File: config.mk
export PLATFORM = sky130hd
export DESIGN_NAME = parallel_serial_tx
export DESIGN_NICKNAME = d
export VERILOG_FILES = /design/src/rtl/parallel_serial_tx.sv
export SDC_FILE = /design/constraint.sdc
export NUM_CORES = 1
export LEC_CHECK = 0
export ABC_AREA = 1
export BUFFER_PORTS_ARGS = -buffer_cell sky130_fd_sc_hd__buf_2
export CAP_MARGIN = 10
export CORE_MARGIN = 2
export CORE_UTILIZATION = 45
export CTS_BUF_LIST = sky130_fd_sc_hd__clkbuf_8 sky130_fd_sc_hd__clkbuf_16
export CTS_CLUSTER_DIAMETER = 30
export DETAILED_ROUTE_END_ITERATION = 12
export SLEW_MARGIN = 15
export SYNTH_ARGS = -nofsm -noshare
export SYNTH_HDL_FRONTEND = slang
export SYNTH_SLANG_ARGS = --single-unit
File: constraint.sdc
create_clock -name CLK -period 2 [get_ports CLK]
set_input_delay 0.2 -clock CLK [delete_from_list [all_inputs] [get_ports CLK]]
set_output_delay 0.2 -clock CLK [all_outputs]
set_load 0.01 [all_outputs]
File: src/rtl/parallel_serial_tx.sv
// Byte-parallel to bit-serial transmitter.
// Sends a startup comma train, then user bytes or idle commas, LSB first.
module parallel_serial_tx #(
  parameter int COMMA_COUNT = 4
) (
  input  logic       CLK,
  input  logic       RESET,
  input  logic [7:0] DATA_IN,
  input  logic       VALID_IN,
  output logic       IN_READY,
  output logic       DATA_OUT,
  output logic       DATA_FRAME,
  output logic       TX_SYNCED
);

  localparam logic [7:0] COMMA     = 8'hBC;
  localparam logic [3:0] SYNC_LAST = 4'(COMMA_COUNT);

  typedef enum logic {
    ST_SYNC,
    ST_RUN
  } state_t;

  state_t     state_q, state_d;
  logic [7:0] frame_q, frame_d;
  logic [2:0] bit_cnt_q, bit_cnt_d;
  logic [7:0] hold_q, hold_d;
  logic       hold_full_q, hold_full_d;
  logic [3:0] sync_cnt_q, sync_cnt_d;
  logic       frame_type_q, frame_type_d;
  logic       data_out_q, data_out_d;
  logic       data_frame_q, data_frame_d;

  logic       accept;
  logic       boundary;
  logic       load_held;

  assign accept   = VALID_IN & ~hold_full_q;
  assign boundary = (bit_cnt_q == 3'd7);

  always_comb begin
    state_d      = state_q;
    frame_d      = frame_q;
    bit_cnt_d    = bit_cnt_q;
    hold_d       = hold_q;
    hold_full_d  = hold_full_q;
    sync_cnt_d   = sync_cnt_q;
    frame_type_d = frame_type_q;
    load_held    = 1'b0;
    data_out_d   = frame_q[bit_cnt_q];
    data_frame_d = frame_type_q;

    if (accept) begin
      hold_d      = DATA_IN;
      hold_full_d = 1'b1;
    end

    if (!boundary) begin
      bit_cnt_d = bit_cnt_q + 3'd1;
    end else begin
      bit_cnt_d    = 3'd0;
      frame_d      = COMMA;
      frame_type_d = 1'b0;
      unique case (state_q)
        ST_SYNC: begin
          if (sync_cnt_q == SYNC_LAST) begin
            state_d   = ST_RUN;
            load_held = 1'b1;
          end else begin
            sync_cnt_d = sync_cnt_q + 4'd1;
          end
        end
        ST_RUN: load_held = 1'b1;
        default: state_d = ST_SYNC;
      endcase
      // accept cannot fire here when full, so clearing is safe
      if (load_held && hold_full_q) begin
        frame_d      = hold_q;
        frame_type_d = 1'b1;
        hold_full_d  = 1'b0;
      end
    end
  end

  always_ff @(posedge CLK or negedge RESET) begin
    if (!RESET) begin
      state_q      <= ST_SYNC;
      frame_q      <= COMMA;
      bit_cnt_q    <= 3'd0;
      hold_q       <= 8'd0;
      hold_full_q  <= 1'b0;
      sync_cnt_q   <= 4'd1;
      frame_type_q <= 1'b0;
      data_out_q   <= 1'b0;
      data_frame_q <= 1'b0;
    end else begin
      state_q      <= state_d;
      frame_q      <= frame_d;
      bit_cnt_q    <= bit_cnt_d;
      hold_q       <= hold_d;
      hold_full_q  <= hold_full_d;
      sync_cnt_q   <= sync_cnt_d;
      frame_type_q <= frame_type_d;
      data_out_q   <= data_out_d;
      data_frame_q <= data_frame_d;
    end
  end

  assign IN_READY   = ~hold_full_q;
  assign DATA_OUT   = data_out_q;
  assign DATA_FRAME = data_frame_q;
  assign TX_SYNCED  = (state_q == ST_RUN);

endmodule
==> results, run 1 <==
- The flow ran to the end, and the final reports show no timing, DRC or antenna violations.
- TritonCTS built the clock tree.
- The detailed-route DRC error count is 0.
- Counting every instance in the synthesized netlist gives approximately 150.
- The wire length of the first global-routing pass is 3750 um.
- The most common cell after layout, fill and taps aside is sky130_fd_sc_hd__nand2_1.
- The number of buffers created by CTS is 3.
- The worst setup path is captured at a flop.
- The peak clock frequency supported by timing is between 700 and 800 MHz.
- Dividing the detail-routed wire length by the instance count gives between 10 and 15 um.
- The worst-case headroom to the max-slew limit is approximately three fifths.
- The critical path class is flop to flop.
- At the end of the flow, the number of nets in the layout was 180.
- The number of global-route vias before repair is 899.
- The post-detailed-placement half-perimeter wirelength is 1600 um.
- STA puts the critical path data required time at around 2200 ps.
- Setup repair after global routing left no endpoint under its margin.
- Once layout is done, the placed cells without fillers occupy between 1000 and 1500 um2.
- The total area inside the core boundary comes to 2730 um2.
- The detail route stage leaves a number of antenna-violating nets equal to 0.
- Sequential cells were found to cover a little under three fifths of the synthesized design area.
- The post-route worst setup slack is ~580 ps.
- After clock tree synthesis, the setup repair step added 0 buffers.
- The count of input and output buffers is 14.
- The count of state elements after synthesis is 28.
- In this run the worst hold path is classified as input port to flop.
- The maximum clock path buffer count is 2.
- The number of antenna violations at the first check in global routing is 0.
- The share of the clock period used by the worst path is a little under three quarters.
- The top cell types in the final layout, fill and taps aside, are sky130_fd_sc_hd__nand2_1, sky130_fd_sc_hd__inv_1, sky130_fd_sc_hd__dfrtp_1.
- At the pin with the least slew margin, the transition time is slightly above 600 ps.
- The minimum clock period is 1420 ps.
- The layout has roughly 250 filler cells.
- At the later pin of the worst-skew pair, clock insertion delay measures 280 ps.
- In this run the power density over the cells is ~800 nW/um2.
- The highest metal layer carrying signal wires in the routed design is met4.
- Pin placement for this block handled 15 I/O pins.
- The die extent in y is roughly 57 um.
- The post-route met1 wirelength is approximately 1100 um.
- For this run, the detailed router's first-pass iteration total came to 4.
- After detailed routing, the met3 layer carries about 70 um of wire.
- For this run, the number of Yosys warnings is 0.
- The number of failing hold endpoints at the final stage is 0.
- The worst setup path is launched from a flop.
- The congestion estimate from routability-driven global placement came to approximately 0.73.
- The peak fanout along the critical path is 7.
- Summing all flip-flop and latch instances after layout gives a little over 700 um2.
- For the worst setup path, the data arrival time is 1600 ps.
- For this run the aggregate overflow at the end of global routing stands at 0.
- The total number of vias is ~920.
- In the final layout, the share of cells above drive strength 1 is 20.7%.
- The maximum level of the CTS H-tree is 1.
- Clock tree synthesis selected as its root buffer the cell sky130_fd_sc_hd__clkbuf_8.
- The worst-case clock skew is 7.08 ps.
- The maximum resistive drop on vdd is between 0.5 and 0.6 mV.
- The number of different library cells in the post-synthesis netlist is 18.
- The number of rows in the core area is 19.
- Setup violations remaining at the end of the flow were counted as 0.
- The floorplan step defined a die boundary enclosing between 3000 and 4000 um2.
- The die is around 57 um wide.
- The largest net degree at the start of global routing is 29.
- Synthesis produced a netlist with a net count of 161.
- The final setup TNS is 0 ps.
- The number of antenna diodes in the final layout is 0.
- The overall routed net length is about 2200 um.
- The initial core utilization is around 47%.
- Across the run, the number of max-cap violations was 0.
- After detailed routing, the number of vias per cell comes to around 4.7.
- Once placement finished, the instance area stood at 1380 um2.
- The mean post-synth cell area is ~9 um2.
- Prior to clock tree synthesis, the placed netlist has a worst setup slack of 598 ps.
- The area growth from synthesis to layout is 13.9%.
- The count of final max-slew check failures is 0.
- Clock tree synthesis found a total of 28 sinks.
- In this run, the number of DRC markers left after iteration 0 of detailed routing was 20.
- After clock tree synthesis, the clock-pin slew on the worst setup and hold paths is around 100 ps.
- Summed over all cells, the static leakage comes to a little over 0.8 nW.
- Global routing consumed, over all layers together, 14.9% of the routing resources.
- The cell area after synthesis is about 1300 um2.
- Wire segments on met2 add up to 984 um in the final route.
- Summing all multi-input logic gate instances after layout gives ~450 um2.
timing repair:
action,CTS,global route
hold buffers,1,0
endpoints found under the hold margin,22,0
gates resized for setup,0,0
where the power goes:
| group | total, mW | internal [mW] | switching, mW |
|---|---|---|---|
| sequential | 0.636 | 0.621 | 0.0158 |
| combinational | 0.115 | 0.0434 | 0.0721 |
| clock | 0.444 | 0.268 | 0.176 |
| total | 1.20 | 0.932 | 0.264 |
sequential cells by signal, indices dropped and copies added (netlist names):
register,flops
DATA_FRAME,1
DATA_OUT,1
TX_SYNCED,1
bit_cnt_q,3
data_frame_d,1
frame_q,8
hold_full_q,1
hold_q,8
sync_cnt_q,4
metrics by stage:
stage	power, mW	instances	hold WS (ps)	utilization (%)
final	1.20	195	151	53.5
after global placement	0.760	190	247	50.6
after floorplan	0.720	146	-95.6	-
after CTS	1.21	195	154	53.5
after global routing	1.25	195	173	53.5
after detailed placement	0.764	190	249	50.6
worst paths after layout:
path / end / startpoint / slack [ps] / cells after the start
min in group asynchronous: data_frame_d$_DFFE_PN0N_ / RESET / 460 / 2
setup / recovery: hold_full_q$_DFF_PN0_ / bit_cnt_q[0]$_DFF_PN0_ / 580 / 6
hold / removal: hold_q[6]$_DFFE_PN0P_ / DATA_IN[6] / 150 / 3
hold reg to reg: DATA_FRAME$_DFF_PN0_ / data_frame_d$_DFFE_PN0N_ / 400 / 0
setup reg to reg: hold_full_q$_DFF_PN0_ / bit_cnt_q[0]$_DFF_PN0_ / 580 / 6
max in group asynchronous: sync_cnt_q[1]$_DFFE_PN0P_ / RESET / 1150 / 2
synth_stat cells, drive strengths merged:
cell type,n,area [um2]
buf,1,11.3
dfrtp,22,551
nand2,45,191
a21oi,7,35.0
dfstp,6,158
nor2,8,30.0
nand4,1,6.26
inv,31,116
ha,4,50.1
nand3,14,87.6
o21ai,5,32.5
xnor2,1,8.76
o21a,1,7.51
critical path, cell delays in order (launching register included):
cell and delay [ps]:
sky130_fd_sc_hd__dfrtp_1 460, sky130_fd_sc_hd__ha_1 180, sky130_fd_sc_hd__ha_1 270, sky130_fd_sc_hd__nand2_1 100, sky130_fd_sc_hd__inv_2 130, sky130_fd_sc_hd__nand2_4 80
sky130_fd_sc_hd__o21a_1 100
cell type report:
| class | count | area share [%] |
|---|---|---|
| clock buffers | 3 | 2.82 |
| clock inverters | 1 | 2.05 |
| inverters | 31 | 7.95 |
| multi-input cells | 86 | 30.7 |
| flip-flops and latches | 28 | 48.4 |
| well taps | 31 | 2.65 |
| repair buffers | 15 | 5.47 |
per-layer routing:
layer  up-vias  global-route usage (%)
met5         -                       0
met4         0                    6.98
met3         5                    2.72
met2        13                    24.5
met1       427                    19.1
li1        478                       -
kinds of logic after synthesis:
kind of cell / after synthesis / share of synthesized area (%)
AO/OA/AOI/OAI: 13 / 5.84
XOR/XNOR: 1 / 0.682
adder cells (fa/ha/maj): 4 / 3.89
buffers and inverters: 32 / 9.93
flip-flops: 28 / 55.1
AND/OR/NAND/NOR: 68 / 24.5
Note: power is estimated with default switching activity, not from simulation.
==> run 2: changes to the inputs <==
--- a/config.mk
+++ b/config.mk
@@ -13,6 +13,7 @@
 export CTS_BUF_LIST = sky130_fd_sc_hd__clkbuf_8 sky130_fd_sc_hd__clkbuf_16
 export CTS_CLUSTER_DIAMETER = 30
 export DETAILED_ROUTE_END_ITERATION = 12
+export PLACE_DENSITY = 0.67
 export SLEW_MARGIN = 15
 export SYNTH_ARGS = -nofsm -noshare
 export SYNTH_HDL_FRONTEND = slang
==> constraint.sdc (replaced) <==
create_clock -name CLK -period 1.21 [get_ports CLK]
set_input_delay 0.121 -clock CLK [delete_from_list [all_inputs] [get_ports CLK]]
set_output_delay 0.121 -clock CLK [all_outputs]
set_load 0.01 [all_outputs]
==> run 2 against run 1 <==
Net effect:
- maximum frequency is 18% higher
- global-route usage is 0.73 points higher
- sequential power is 65% higher
- via count is 3.0% higher
- clock-buffer cell count is 1 higher
- highest routed layer unchanged
- final cell count is 2.6% higher
- critical endpoint unchanged
- routed wire length hardly changed
==> results, run 2 (same netlist as run 1, synthesis figures left out) <==
- The run finished with clean final reports.
- The number of failing hold endpoints at the final stage was 0.
- 0 antenna diodes ended up in the layout.
- Of the cells placed in the final design, the portion with a size suffix greater than 1 is around a quarter.
- The detailed-route DRC error count is 0.
- The worst-case headroom to the max-slew limit is roughly three fifths.
- The first global-routing pass estimated between 4000 and 5000 um of wire.
- Data on the critical path arrives at its endpoint at around 1400 ps.
- The maximum level of the CTS H-tree is 1.
- From bottom edge to top edge, the die measures between 50 and 60 um.
- The top cell types in the final layout, fill and taps aside, are sky130_fd_sc_hd__nand2_1, sky130_fd_sc_hd__inv_1, sky130_fd_sc_hd__dfrtp_1.
- The maximum resistive drop on vdd is a little under 0.9 mV.
- The number of global-route vias before repair is between 1000 and 1500.
- The cell family contributing the most delay on the critical path is flip-flops.
- Buffers placed on the I/O ports in this run total 14.
- For this design, the sink count on the clock tree is 28.
- Summed over all cells, the static leakage comes to between 0.8 and 0.9 nW.
- The final count of negative-setup-slack endpoints is 0.
- In this run the worst path has a maximum fanout of 7.
- The worst setup path is captured at a flop.
- The number of nets in the layout is approximately 190.
- Timing analysis after detailed placement gives a worst setup slack of -26.2 ps.
- The chip width is roughly 57 um.
- Setup repair after global routing could not meet its margin everywhere.
- The signal on the critical path passes through inv_2 -> ha_4 -> nand3_4 -> nand2_4 -> nand2_4 -> o21a_1.
- The die area is between 3000 and 4000 um2.
- Global routing used about 16% of the available tracks.
- The worst setup path is launched from a flop.
- TritonCTS built the clock tree.
- The tool flagged a number of max-cap violations equal to 0.
- Clock tree synthesis inserted a total of 3 buffers.
- The initial core utilization is between 40% and 50%.
- The post-route worst setup slack is ~4.6 ps.
- The total cell area at the placement stage is approximately 1400 um2.
- The buffer cell driving the clock tree root is sky130_fd_sc_hd__clkbuf_8.
- The buffers plus inverters on the worst setup path is 1.
- The standard cell with the maximum stage delay on the critical path is sky130_fd_sc_hd__dfstp_2.
- For this design the top-level I/O count stands at 15.
- The post-route cell area is about 1500 um2.
- The post-detailed-placement half-perimeter wirelength is between 1500 and 2000 um.
- In the final layout, the registers with the most flip-flops are frame_q x8, hold_q x8, sync_cnt_q x4.
- The final weighted congestion of routability-driven global placement is 0.736.
- The antenna violation net count after detailed routing is 0.
- At the pin with the least slew margin, the transition time is between 600 and 700 ps.
- The path class of the tightest hold or removal check is input port to flop.
- The final core utilization is between 50 and 60%.
- The standard cell core area is 2730 um2.
- The total number of vias is 951.
- The cell that appears most often on the critical path is sky130_fd_sc_hd__nand2_4.
- The most common cell after layout, fill and taps aside is sky130_fd_sc_hd__nand2_1.
- The detailed router's first-iteration violation count is 19.
- The residual overflow from global routing is 0.
- The worst setup path is of the flop to flop kind.
- The clock transition at the registers of the reported paths is around 90 ps.
- The number of antenna violations at the first check in global routing is 0.
- Using the TritonRoute via totals, the vias-per-cell ratio works out to approximately 4.8.
- Data on the critical path is required at its endpoint by approximately 1400 ps.
- The delay of the slowest critical-path stage is ~550 ps.
- Based on the critical path, the design can be clocked at up to between 800 and 900 MHz.
- After detailed routing, the average wire length per cell comes to between 10 and 15 um.
- The area growth from synthesis to layout is 19.7%.
- The count of final max-slew check failures is 0.
- The maximum clock path buffer count is 2.
- The worst-case clock skew is just over 7 ps.
- The minimum clock period is 1210 ps.
- The later-pin clock latency in the skew report is between 200 and 300 ps.
- After detailed routing, the total wire length is ~2200 um.
- Row generation in the floorplan step produced 19 rows.
- The power density relative to cell area is about 1200 nW/um2.
- The largest net degree at the start of global routing is 29.
- The count of TritonRoute iterations in the first routing pass is 5.
- In the finished design, the share of the clock period the worst path needs comes to between 90 and 100%.
[run 2: cell types whose count changed in the layout (fill, tap and decap cells not counted), sizes merged]
| cell | before | now |
|---|---|---|
| bufinv | 1 | 0 |
| buf | 14 | 19 |
| clkbuf | 3 | 4 |
[run 2: worst paths after layout]
path | cells after the start | to | slack, ps | start
max | 6 | hold_full_q$_DFF_PN0_ | 5 | sync_cnt_q[0]$_DFFE_PN1P_
min | 3 | hold_q[6]$_DFFE_PN0P_ | 90 | DATA_IN[6]
max reg2reg | 6 | hold_full_q$_DFF_PN0_ | 5 | sync_cnt_q[0]$_DFFE_PN1P_
min reg2reg | 0 | DATA_FRAME$_DFF_PN0_ | 390 | data_frame_d$_DFFE_PN0N_
max in group asynchronous | 2 | hold_q[6]$_DFFE_PN0P_ | 420 | RESET
min in group asynchronous | 2 | frame_q[6]$_DFFE_PN0N_ | 390 | RESET
[run 2: what timing repair did]
item,in CTS,in global routing
setup buffers,1,0
pin swaps,3,2
gates resized for setup,2,5
setup endpoints to repair,9,15
endpoints found under the hold margin,22,0
cloned,0,0
hold buffers,1,0
[run 2: final cells by class]
cell class,count,area (um2)
fill,219,1200
clock buffer,4,55.1
multi-input combinational,86,494
tap,31,38.8
sequential,28,708
inverter,31,124
timing repair buffer,20,118
[run 2: report_power, final]
| group | total, mW | internal [mW] | switching, mW |
|---|---|---|---|
| Combinational | 0.192 | 0.0720 | 0.120 |
| Clock | 0.563 | 0.291 | 0.273 |
| Sequential | 1.05 | 1.03 | 0.0251 |
| Total | 1.81 | 1.39 | 0.418 |
[run 2: worst register-to-register path: stages, from the launching register on]
cell and delay [ps]:
sky130_fd_sc_hd__dfstp_2 550, sky130_fd_sc_hd__inv_2 50, sky130_fd_sc_hd__ha_4 160, sky130_fd_sc_hd__nand3_4 80
sky130_fd_sc_hd__nand2_4 90, sky130_fd_sc_hd__nand2_4 90, sky130_fd_sc_hd__o21a_1 130
[run 2: routing by layer]
metal	global-route usage, %	up-vias	wire length [um]
met2	27.4	16	1020
met1	19.6	450	1070
met5	0	-	0
met4	4.98	0	13
met3	2.72	2	67
li1	-	483	-
[run 2: through the flow]
step           instances  power (mW)  setup TNS [ps]  hold slack (ps)
6_report             200        1.81               0             87.8
3_3_place_gp         194        1.25               0              162
2_1_floorplan        146        1.19               0             -175
5_1_grt              200        1.90            -405              103
3_5_place_dp         194        1.26           -41.7              168
4_1_cts              200        1.83               0             86.3
